`src/rtl/cpu_pkg.sv`:
```
// cpu_pkg: shared fetch-stage constants and the fetch FSM state type
package cpu_pkg;
  localparam logic [31:0] RESET_PC  = 32'hBFC00000;
  localparam logic [31:0] IMEM_BASE = 32'hBFC00000;
  localparam logic [31:0] IMEM_TOP  = 32'hBFC00FFF;
  localparam logic [31:0] NOP_INSTR = 32'h00000013;
  typedef enum logic [1:0] {BOOT, RUN, HALT} fetch_state_t;
endpackage

```
`src/rtl/fetch_stage_pc_reg.sv`:
```
// pc_reg: program counter register with redirect / sequential-advance next-PC mux
module pc_reg #(
  parameter logic [31:0] RESET_PC = cpu_pkg::RESET_PC
) (
  input  logic        clk,
  input  logic        rst_n,
  input  logic        redirect_i,
  input  logic        advance_i,
  input  logic [31:0] target_i,
  output logic [31:0] pc_o
);
  logic [31:0] pc_d, pc_q;
  // redirect wins over advance; otherwise the PC holds
  always_comb pc_d = redirect_i ? target_i : advance_i ? pc_q + 32'd4 : pc_q;
  // PC register, back to the boot vector on reset
  always_ff @(posedge clk or negedge rst_n)
    if (!rst_n) pc_q <= RESET_PC;
    else pc_q <= pc_d;
  assign pc_o = pc_q;
endmodule

```
`src/rtl/fetch_stage.sv`:
```
// fetch_stage: BOOT/RUN/HALT fetch FSM with legality check, IF/ID register and fetch counter
module fetch_stage
  import cpu_pkg::*;
#(
  parameter logic [31:0] RESET_PC  = cpu_pkg::RESET_PC,
  parameter logic [31:0] IMEM_BASE = cpu_pkg::IMEM_BASE,
  parameter logic [31:0] IMEM_TOP  = cpu_pkg::IMEM_TOP
) (
  input  logic        clk,
  input  logic        rst_n,
  input  logic        stall_i,
  input  logic        redirect_i,
  input  logic [31:0] redirect_target_i,
  input  logic        flush_i,
  output logic [31:0] pc_o,
  input  logic [31:0] instr_i,
  output logic [31:0] if_id_instr_o,
  output logic [31:0] if_id_pc_o,
  output logic [31:0] if_id_pc_plus4_o,
  output logic        if_id_valid_o,
  output logic        fetch_fault_o,
  output logic [31:0] fetch_count_o
);
  fetch_state_t state_q;
  logic [31:0] instr_q, ipc_q, ipc4_q, count_q;
  logic valid_q, fault_q;
  logic run, legal, do_redirect, do_advance, do_fault, do_hold;
  // decode this cycle's action; redirect beats stall beats advance, only in RUN
  always_comb begin
    run         = state_q == RUN;
    legal       = pc_o >= IMEM_BASE && pc_o <= IMEM_TOP - 32'd3 && pc_o[1:0] == 2'b00;
    do_redirect = run && redirect_i;
    do_hold     = run && !redirect_i && stall_i;
    do_advance  = run && !redirect_i && !stall_i && legal;
    do_fault    = run && !redirect_i && !stall_i && !legal;
  end
  pc_reg #(.RESET_PC(RESET_PC)) u_pc_reg (
    .clk       (clk),
    .rst_n     (rst_n),
    .redirect_i(do_redirect),
    .advance_i (do_advance),
    .target_i  (redirect_target_i),
    .pc_o      (pc_o)
  );
  // FSM plus registered IF/ID payload, sticky fault and valid-load counter
  always_ff @(posedge clk or negedge rst_n)
    if (!rst_n) begin
      state_q <= BOOT;
      instr_q <= NOP_INSTR;
      ipc_q   <= '0;
      ipc4_q  <= '0;
      valid_q <= 1'b0;
      fault_q <= 1'b0;
      count_q <= '0;
    end else begin
      if (state_q == BOOT) state_q <= RUN;
      else if (do_fault) state_q <= HALT;
      if (do_advance) begin
        instr_q <= instr_i;
        ipc_q   <= pc_o;
        ipc4_q  <= pc_o + 32'd4;
      end
      valid_q <= do_advance ? !flush_i : do_hold ? valid_q && !flush_i : 1'b0;
      if (do_fault) fault_q <= 1'b1;
      if (do_advance && !flush_i) count_q <= count_q + 32'd1;
    end
  assign if_id_instr_o    = instr_q;
  assign if_id_pc_o       = ipc_q;
  assign if_id_pc_plus4_o = ipc4_q;
  assign if_id_valid_o    = valid_q;
  assign fetch_fault_o    = fault_q;
  assign fetch_count_o    = count_q;
endmodule

```
`config.mk`:
```
export PLATFORM = sky130hd
export DESIGN_NAME = fetch_stage
export DESIGN_NICKNAME = d
export VERILOG_FILES = /design/src/rtl/cpu_pkg.sv /design/src/rtl/fetch_stage_pc_reg.sv /design/src/rtl/fetch_stage.sv
export SDC_FILE = /design/constraint.sdc
export NUM_CORES = 1
export LEC_CHECK = 0
export BUFFER_PORTS_ARGS = -buffer_cell sky130_fd_sc_hd__buf_2
export CORE_MARGIN = 3
export CORE_UTILIZATION = 46
export DETAILED_ROUTE_END_ITERATION = 8
export PLACE_DENSITY_LB_ADDON = 0.25
export SLEW_MARGIN = 10
export SYNTH_ARGS = -nofsm -noshare
export SYNTH_HDL_FRONTEND = slang
export SYNTH_HIERARCHICAL = 1
export SYNTH_SLANG_ARGS = --single-unit
```
`constraint.sdc`:
```
create_clock -name clk -period 2.9 [get_ports clk]
set_input_delay 0.58 -clock clk [delete_from_list [all_inputs] [get_ports clk]]
set_output_delay 0.58 -clock clk [all_outputs]
set_load 0.03 [all_outputs]
```
==> After elaboration in Yosys (flattened, before gate mapping) <==
Cells that the tools add are included.
Widths: inputs -> output; s select.
{ "classes": {"eq_ne": 1, "add_sub_neg": 2, "reduce_logical": 18, "muxes": 6, "n_lt_le_gt_ge": 2} }
{ "ops": {"columns": ["cell", "n"], "rows": [
  ["$mux 32", 2],
  ["$add 32x1->32 const B", 1],
  ["$add 32x3->32 const B", 1],
  ["$ge 32x32->1 const B", 1],
  ["$le 32x32->1 const B", 1],
  ["$logic_and 1x1->1", 10],
  ["$logic_not 1->1", 4],
  ["$logic_not 2->1", 2],
  ["$mux 2", 2],
  ["$reduce_bool 2->1", 2],
  ["$eq 2x1->1 const B", 1],
  ["$mux 1", 2]
]} }
{ "totals": {"regBits": 164, "elab_cells": 37} }

==> Logic depth before layout (Yosys ltp) <==
Gate-level depths: netlist (run 1).
{ "logic_depth": {"word_depth": 7, "depth_mapped": 11, "ltp_nobuf": 7} }

==> Hierarchy <==
The synthesis (run 1) kept the hierarchy.
{ "by_module_without_submodules": {"columns": ["mod", "n_inst", "area_each_um2", "cells_per_inst"], "rows": [
  ["fetch_stage", 1, 5245.0, 400],
  ["pc_reg", 1, 1831.8, 200]
]} }

==> Worst setup path before layout (run 1) <==
OpenSTA, ideal clock, no wires.
{ "synth_path": {"kind": "flip-flop to flip-flop", "startpoint": "register u_pc_reg.pc_q[24] (netlist: u_pc_reg/pc_o[24])", "endpoint": "register u_pc_reg.pc_q[27] (netlist: u_pc_reg/pc_o[27])", "path_stages_with_launch": 11, "path_slack_ns": -0.347, "arrival_ns": 3.170, "n_path_buf": 3, "t_required_ns": 2.823, "setup_time_ns": 0.077, "cell_sequence": "dfstp_2 nand2_1 or4b_4 buf_6 nor3_1 buf_6 nand4_2 buf_6 or4b_4 or4_1 a31oi_1"} }
{ "synth_via": {"elab_chain_len": 5, "elab_cells_between_ends": 9} }
{ "synth_rtl": {"columns": ["item", "line_no", "text"], "rows": [
  ["from (decl)", "fetch_stage_pc_reg.sv:12", "logic [31:0] pc_d, pc_q;"],
  ["from (signal assigned)", "fetch_stage_pc_reg.sv:18", "else pc_q <= pc_d;"],
  ["$ge 32x32->1 or $le 32x32->1 (tied branches)", "fetch_stage.sv:31", "legal = pc_o >= IMEM_BASE && pc_o <= IMEM_TOP - 32'd3 && pc_o[1:0] == 2'b00;"],
  ["$logic_and 1x1->1 (*) (2 in a row)", "fetch_stage.sv:31", null],
  ["$logic_and 1x1->1 (*)", "fetch_stage.sv:34", "do_advance = run && !redirect_i && !stall_i && legal;"],
  ["net do_advance", "fetch_stage.sv:27", "logic run, legal, do_redirect, do_advance, do_fault, do_hold;"],
  ["$reduce_bool 2->1 (no source line) (*)", null, null]
]} }
The timed path passes the listed nets; every way through them passes the cells marked *. The select of a mux whose other input is x is not followed.
A chain may end at the register's enable or synchronous reset.

==> Final worst setup path (run 1) <==
{ "layout_path": {"startpoint": "register u_pc_reg.pc_q[25] (netlist: u_pc_reg/pc_o[25])", "endpoint": "register u_pc_reg.pc_q[24] (netlist: u_pc_reg/pc_o[24])"} }
The elaborated chain is that of the path after synthesis.

==> metrics.csv, run 1 <==
metric,value,unit
Final Hold Viols,0,
drt drc,0,
syn avg cell area,11.8,µm²
# diodes,0,
largest family of logic cells by synthesized area,simple AND/OR/NAND/NOR gates,
Synth Area in Simple Gates,0.196,
num rows,44,
Sequential Area,4070,µm²
CTS sink cnt,162,
pwr/cell area,745,nW/µm²
met1 Use GR,0.275,
Crit Path Class,reg2reg,
CP max stage cell,dfstp_2,
Fmax,354,MHz
vias in the first global route,5588,
arrival time at the worst endpoint,3.16,ns
gr usage total,0.207,
Num CTS Buffers,17,
Required @ worst endpoint,3.23,ns
"Seq/Total Area, Yosys",0.575,
status,"complete, no violations",
Final Util,0.620,
Psw,0.00237,W
met3 GRT Util,0.0471,
DR WL/cell,16.9,µm
Area Growth Syn to Fin,29.8,%
clock latency on the worst-skew pair,0.42,ns
aggregate global routing overflow,0,
Synth Area in Compound Gates,0.0465,
ys flop type,dfrtp_1,
io pins,231,
multi-input logic area,2840,µm²
P_int,0.00447,W
CTS hold repair buffers,0,
pin count of the biggest net entering global routing,84,
asr flop ratio synth,1.00,
final wirelength,17.7,mm
"flops & latches, synth",162,
gr busiest metal,met2,
Switching Fraction,0.346,
slew margin rel.,0.515,
clock root buffer,clkbuf_16,
Setup Skew,0.00898,ns
TritonCTS clock tree,yes,
total chip power,0.00684,W
vias per inst,5.45,
cells after synthesis,600,
ANT nets after route,0,
Synth warnings,6,
worst hold path class,in2async,
ranking of synthesized cells by area,"dfrtp_1 (53%), mux2_2 (6.7%), xnor2_1 (4.7%)",
"Period Utilization, post-route",0.975,
Post-synth EDFFs,0,
fillers,1190,
layout cells sized above 1,0.447,
final setup vio count,0,
DRT Pass-1 Iters,5,
max cap viols,0,
Worst setup SP type,flip-flop,
crit path capture type,flip-flop,
Clock Power Share,0.325,
routability congestion estimate,0.836,
Slew @ Worst Pin,0.725,ns
DRT iter0 DRCs,320,
core area,14800,µm²
Crit path largest cell delay,0.55,ns
Die H,130,µm
count of cell types in the netlist,44,
post-synthesis mux area share,0.0762,
PortBufs,230,
Seq pwr share,0.424,
fin. max-slew vios,0,
first-pass GRT wire length,27.8,mm
LEAKAGE,4.82,nW
H-tree depth,4,
post-synthesis xor/xnor area fraction,0.0681,
synthesized area,7080,µm²
met2 GRT Util,0.332,
via count,5710,
Max clock buf depth,2,
"count leader, synth",dfrtp_1,
DIE AREA,16900,µm²
crit-path cells,"nand2_2, or4b_4, nor3_4, nand4_4, or3_4, or4_1, a31oi_1",
share of the synthesized area in the top cell type,0.530,
Mapped Nets,673,
Clock transition at path regs,0.06,ns
"Max FO, Critical Path",13,
Post-Synth Adder-Cell Area,0.00707,
initial antenna violation count,0,
cell accounting for the most synthesized area,dfrtp_1,
fin nets,923,
RSZ-0062 raised after global routing,yes,
peak supply drop,0.491,mV
Die X,130,µm
Post-synth top cells,"dfrtp_1 (150), mux2_2 (42), nand2_1 (39), xnor2_1 (38), nor2_1 (32)",
Starting Density,0.478,
combinational power share,0.251,
minimum clock period,2.83,ns
DP HPWL,12.8,mm
-- sequential cells by signal, indices dropped and copies added, names as in the netlist --
name              count
if_id_valid_o         1
state_q               2
if_id_pc_o           32
u_pc_reg/pc_o        32
if_id_instr_o        32
fetch_count_o        32
if_id_pc_plus4_o     30
fetch_fault_o         1
-- stage by stage --
stage	setup TNS, ns	hold WS (ns)	cell area [µm²]	instances	setup slack, ns
after floorplan	-0.953	0.284	7120	600	-0.162
after global placement	-0.0815	0.447	8570	1013	-0.0285
after detailed placement	-0.559	0.450	8570	1013	-0.0951
after CTS	0	0.0600	9160	1045	0.0107
after global routing	-0.0522	0.0695	9190	1047	-0.0188
final	0	0.0537	9190	1047	0.0720
-- worst paths after layout --
path	to	depth (start not counted)	from	slack, ns
worst max-delay path	u_pc_reg/pc_o[24]	7	u_pc_reg/pc_o[25]	0.07
worst min-delay path	u_pc_reg/pc_o[21]	1	rst_n	0.05
max in group asynchronous	if_id_instr_o[17]	2	rst_n	2.03
worst max register to register	u_pc_reg/pc_o[24]	7	u_pc_reg/pc_o[25]	0.07
min in group clk	u_pc_reg/pc_o[14]	3	redirect_target_i[14]	0.37
worst min register to register	if_id_pc_plus4_o[23]	1	if_id_pc_plus4_o[23]	0.46
-- layout make-up --
cell class,instances,area share
Inverter,13,0.00531
Clock buffer,21,0.0501
Sequential cell,162,0.443
Multi-Input combinational cell,395,0.309
Timing Repair Buffer,261,0.154
Clock inverter,11,0.0139
Tap cell,184,0.0251
-- power by group through the flow --
stage                     Sequential, W  Clock [W]  Combinational (W)
after floorplan                 0.00334          0           0.000551
after detailed placement        0.00293          0            0.00167
final                           0.00290    0.00222            0.00172
after CTS                       0.00290    0.00226            0.00168
after global routing            0.00295    0.00236            0.00185
after global placement          0.00291          0            0.00163
-- repair_timing --
| item | CTS | global route |
|---|---|---|
| gates resized for setup | 1 | 2 |
| buffers inserted | 0 | 2 |
| setup endpoints to repair | 1 | 8 |
| pin swaps | 0 | 3 |
-- cell families (layout without fill, tap and decap cells) --
kind of cell / after synthesis / in the layout
flip-flops: 162 / 162
AO/OA/AOI/OAI: 55 / 55
XOR/XNOR: 55 / 55
multiplexers: 48 / 48
AND/OR/NAND/NOR: 233 / 233
buffers and inverters: 43 / 306
adder cells (fa/ha/maj): 4 / 4
-- worst max-delay path: cells and delay by family, from the launching register on --
family          cells  cell delay (ns)
flops               1             0.55
simple gates        6             2.01
compound gates      1             0.18
-- metal layers --
layer  share of wire  up-vias
met5               0        -
met4           0.020        0
met3           0.058       29
met2            0.50      211
met1            0.42     2847
li1                -     2623
-- placed cells by master, fill, tap and decap left out, types with 20 or more instances in the layout --
cell	Yosys	routed
nand4_1	21	21
nand2_1	39	38
mux2_2	42	42
xnor2_1	38	38
buf_2	9	229
nand3_1	26	26
nor2_1	32	31
or2_2	20	20
dfrtp_1	150	150
nor2b_1	23	23
buf_4	5	29
(Power assumes the default switching activity.)
==> inputs of run 2 (changes only) <==
--- a/config.mk
+++ b/config.mk
@@ -7,11 +7,10 @@
 export LEC_CHECK = 0
 export BUFFER_PORTS_ARGS = -buffer_cell sky130_fd_sc_hd__buf_2
 export CORE_MARGIN = 3
-export CORE_UTILIZATION = 46
+export CORE_UTILIZATION = 45
 export DETAILED_ROUTE_END_ITERATION = 8
 export PLACE_DENSITY_LB_ADDON = 0.25
 export SLEW_MARGIN = 10
 export SYNTH_ARGS = -nofsm -noshare
 export SYNTH_HDL_FRONTEND = slang
-export SYNTH_HIERARCHICAL = 1
 export SYNTH_SLANG_ARGS = --single-unit
==> metrics.csv, run 2 <==
metric,value,unit,change
DRT Pass-1 Iters,4,,-1
H-tree depth,4,,unchanged
pin count of the biggest net entering global routing,86,,+2.4%
Slew @ Worst Pin,0.739,ns,+0.0143 ns
slew margin rel.,0.507,,-0.00834
max cap viols,0,,unchanged
pwr/cell area,775,nW/µm²,+4.0%
fin. max-slew vios,0,,unchanged
asr flop ratio synth,1.00,,unchanged
share of the synthesized area in the top cell type,0.567,,+0.0370
Final Hold Viols,0,,unchanged
ANT nets after route,0,,unchanged
layout cells sized above 1,0.341,,-0.106
most frequent cells in the layout,"buf_2 (229), nand2_1 (201), dfrtp_1 (150)",,
Die X,127,µm,-2.1%
Worst setup SP type,flip-flop,,
routability congestion estimate,0.777,,-7.0%
CTS sink cnt,162,,unchanged
"Seq/Total Area, Yosys",0.615,,+0.0401
initial antenna violation count,0,,unchanged
Synth warnings,0,,-6
fillers,1239,,+4.1%
via count,5190,,-9.1%
gr usage total,0.205,,-0.00218
syn avg cell area,10.3,µm²,-13%
worst hold path class,in2async,,
ranking of synthesized cells by area,"dfrtp_1 (57%), nand2_1 (11%), dfstp_2 (4.8%)",,
setup bufs post-CTS,0,,unchanged
CP max stage cell,or4_4,,
first-pass GRT wire length,26.1,mm,-6.2%
LEAKAGE,4.75,nW,-1.6%
cells after synthesis,642,,+7.0%
"Max FO, Critical Path",11,,-2
Max clock buf depth,2,,unchanged
Clock transition at path regs,0.07,ns,about the same
"commonest non-fill, non-tap cell in the layout",buf_2,,
DP HPWL,11.7,mm,-8.4%
vias per inst,4.88,,-10%
crit-path cells,"nor4_2, nand4_1, or4_4, nor4_1, xor2_1",,
Fmax,426,MHz,+20%
"flops & latches, synth",162,,unchanged
synthesized area,6620,µm²,-6.5%
io pins,231,,unchanged
CP Launch Point,u_pc_reg.pc_o[19],,
Mapped Nets,714,,+6.1%
CTS hold repair buffers,0,,unchanged
Crit path largest cell delay,0.69,ns,+0.14 ns
Area Growth Syn to Fin,30.0,%,
TritonCTS clock tree,yes,,
clock root buffer,clkbuf_16,,
final wirelength,16.3,mm,-7.5%
"Period Utilization, post-route",0.810,,-0.165
clock latency on the worst-skew pair,0.42,ns,about the same
num rows,43,,-2.3%
final setup vio count,0,,unchanged
PortBufs,230,,unchanged
core area,14100,µm²,-4.5%
crit path capture type,flip-flop,,
Die H,127,µm,-2.1%
arrival time at the worst endpoint,2.69,ns,-0.47 ns
# diodes,0,,unchanged
DP Cell Count,1031,,+1.8%
vias in the first global route,5025,,-10%
cell accounting for the most synthesized area,dfrtp_1,,
drt drc,0,,unchanged
Post-synth EDFFs,0,,unchanged
count of cell types in the netlist,49,,+11%
Setup Skew,0.00787,ns,-0.00111 ns
Starting Density,0.468,,-0.0104
RR Startpoint,u_pc_reg.pc_o[19],,
DRT iter0 DRCs,202,,-37%
Num CTS Buffers,17,,unchanged
DR WL/cell,15.4,µm,-8.9%
"count leader, synth",nand2_1,,
post-CTS sizing,0,,-1
Setup TNS Final,0,ns,unchanged
peak supply drop,0.489,mV,-0.32%
Post-synth top cells,"nand2_1 (201), dfrtp_1 (150), and2_1 (25), xnor2_1 (24), o21ai_0 (23)",,
ys flop type,dfrtp_1,,
status,"complete, no violations",,
Crit Path Class,reg2reg,,
DIE AREA,16200,µm²,-4.2%
RSZ-0062 raised after global routing,no,,
aggregate global routing overflow,0,,unchanged
Required @ worst endpoint,3.25,ns,+0.02 ns
Layout Cells excl Fill,1063,,+1.5%
fin nets,942,,+2.1%
minimum clock period,2.35,ns,-0.479 ns
run 2: final timing paths:
check,depth (start not counted),to,slack (ns)
setup / recovery,5,fetch_count_o[22],0.55
hold / removal,1,if_id_pc_plus4_o[28],0.18
setup reg to reg,5,fetch_count_o[22],0.55
hold reg to reg,2,if_id_instr_o[1],0.45
max in group asynchronous,2,if_id_instr_o[4],1.94
min in group clk,3,u_pc_reg.pc_o[24],0.34
run 2: layout make-up:
cell class / instances / area, µm² / area share
clock buffers: 17 / 425 / 0.0495
clock inverters: 15 / 195 / 0.0227
inverters: 18 / 67.6 / 0.00786
multi-input cells: 433 / 2360 / 0.275
flip-flops and latches: 162 / 4070 / 0.473
well taps: 180 / 225 / 0.0262
repair buffers: 238 / 1250 / 0.146
run 2: kinds of logic (layout without fill, tap and decap cells):
group,Yosys count,count (layout),share of synthesized area
xor gates and xnor gates,38,38,0.0503
and+or+nand+nor,343,343,0.254
adders and majority gates,3,3,0.00567
AOI/OAI and AO/OA,47,47,0.0414
buffers and inverters,47,288,0.0306
muxes,2,2,0.00322
DFF,162,162,0.615
run 2: report_power, final:
group	total, W	internal (W)	leakage (nW)	switching, W
Sequential	0.00285	0.00257	2.09	0.000275
Combinational	0.00146	0.000451	2.35	0.00101
Clock	0.00235	0.00138	0.299	0.000969
run 2: metrics by stage:
step / hold WS, ns / total power [W] / util / setup WS (ns) / cell area [µm²]
4_1_cts: 0.206 / 0.00673 / 0.608 / 0.526 / 8600
3_5_place_dp: 0.447 / 0.00436 / 0.564 / 0.568 / 7980
5_1_grt: 0.228 / 0.00699 / 0.608 / 0.369 / 8600
6_report: 0.179 / 0.00666 / 0.608 / 0.551 / 8600
3_3_place_gp: 0.440 / 0.00434 / 0.564 / 0.595 / 7980
2_1_floorplan: 0.284 / 0.00381 / - / 0.714 / 6620
run 2: worst max-delay path: cells and delay by family, from the launching register on:
kind	cells	cell delay [ns]
flops	1	0.40
xor+xnor	1	0.17
simple gates	4	1.69
run 2: layer usage:
metal	track usage	vias up	wire length, µm
li1	-	2550	-
met1	0.274	2463	7310
met2	0.322	163	7710
met3	0.0665	14	1120
met4	0.0606	0	193
met5	0	-	0
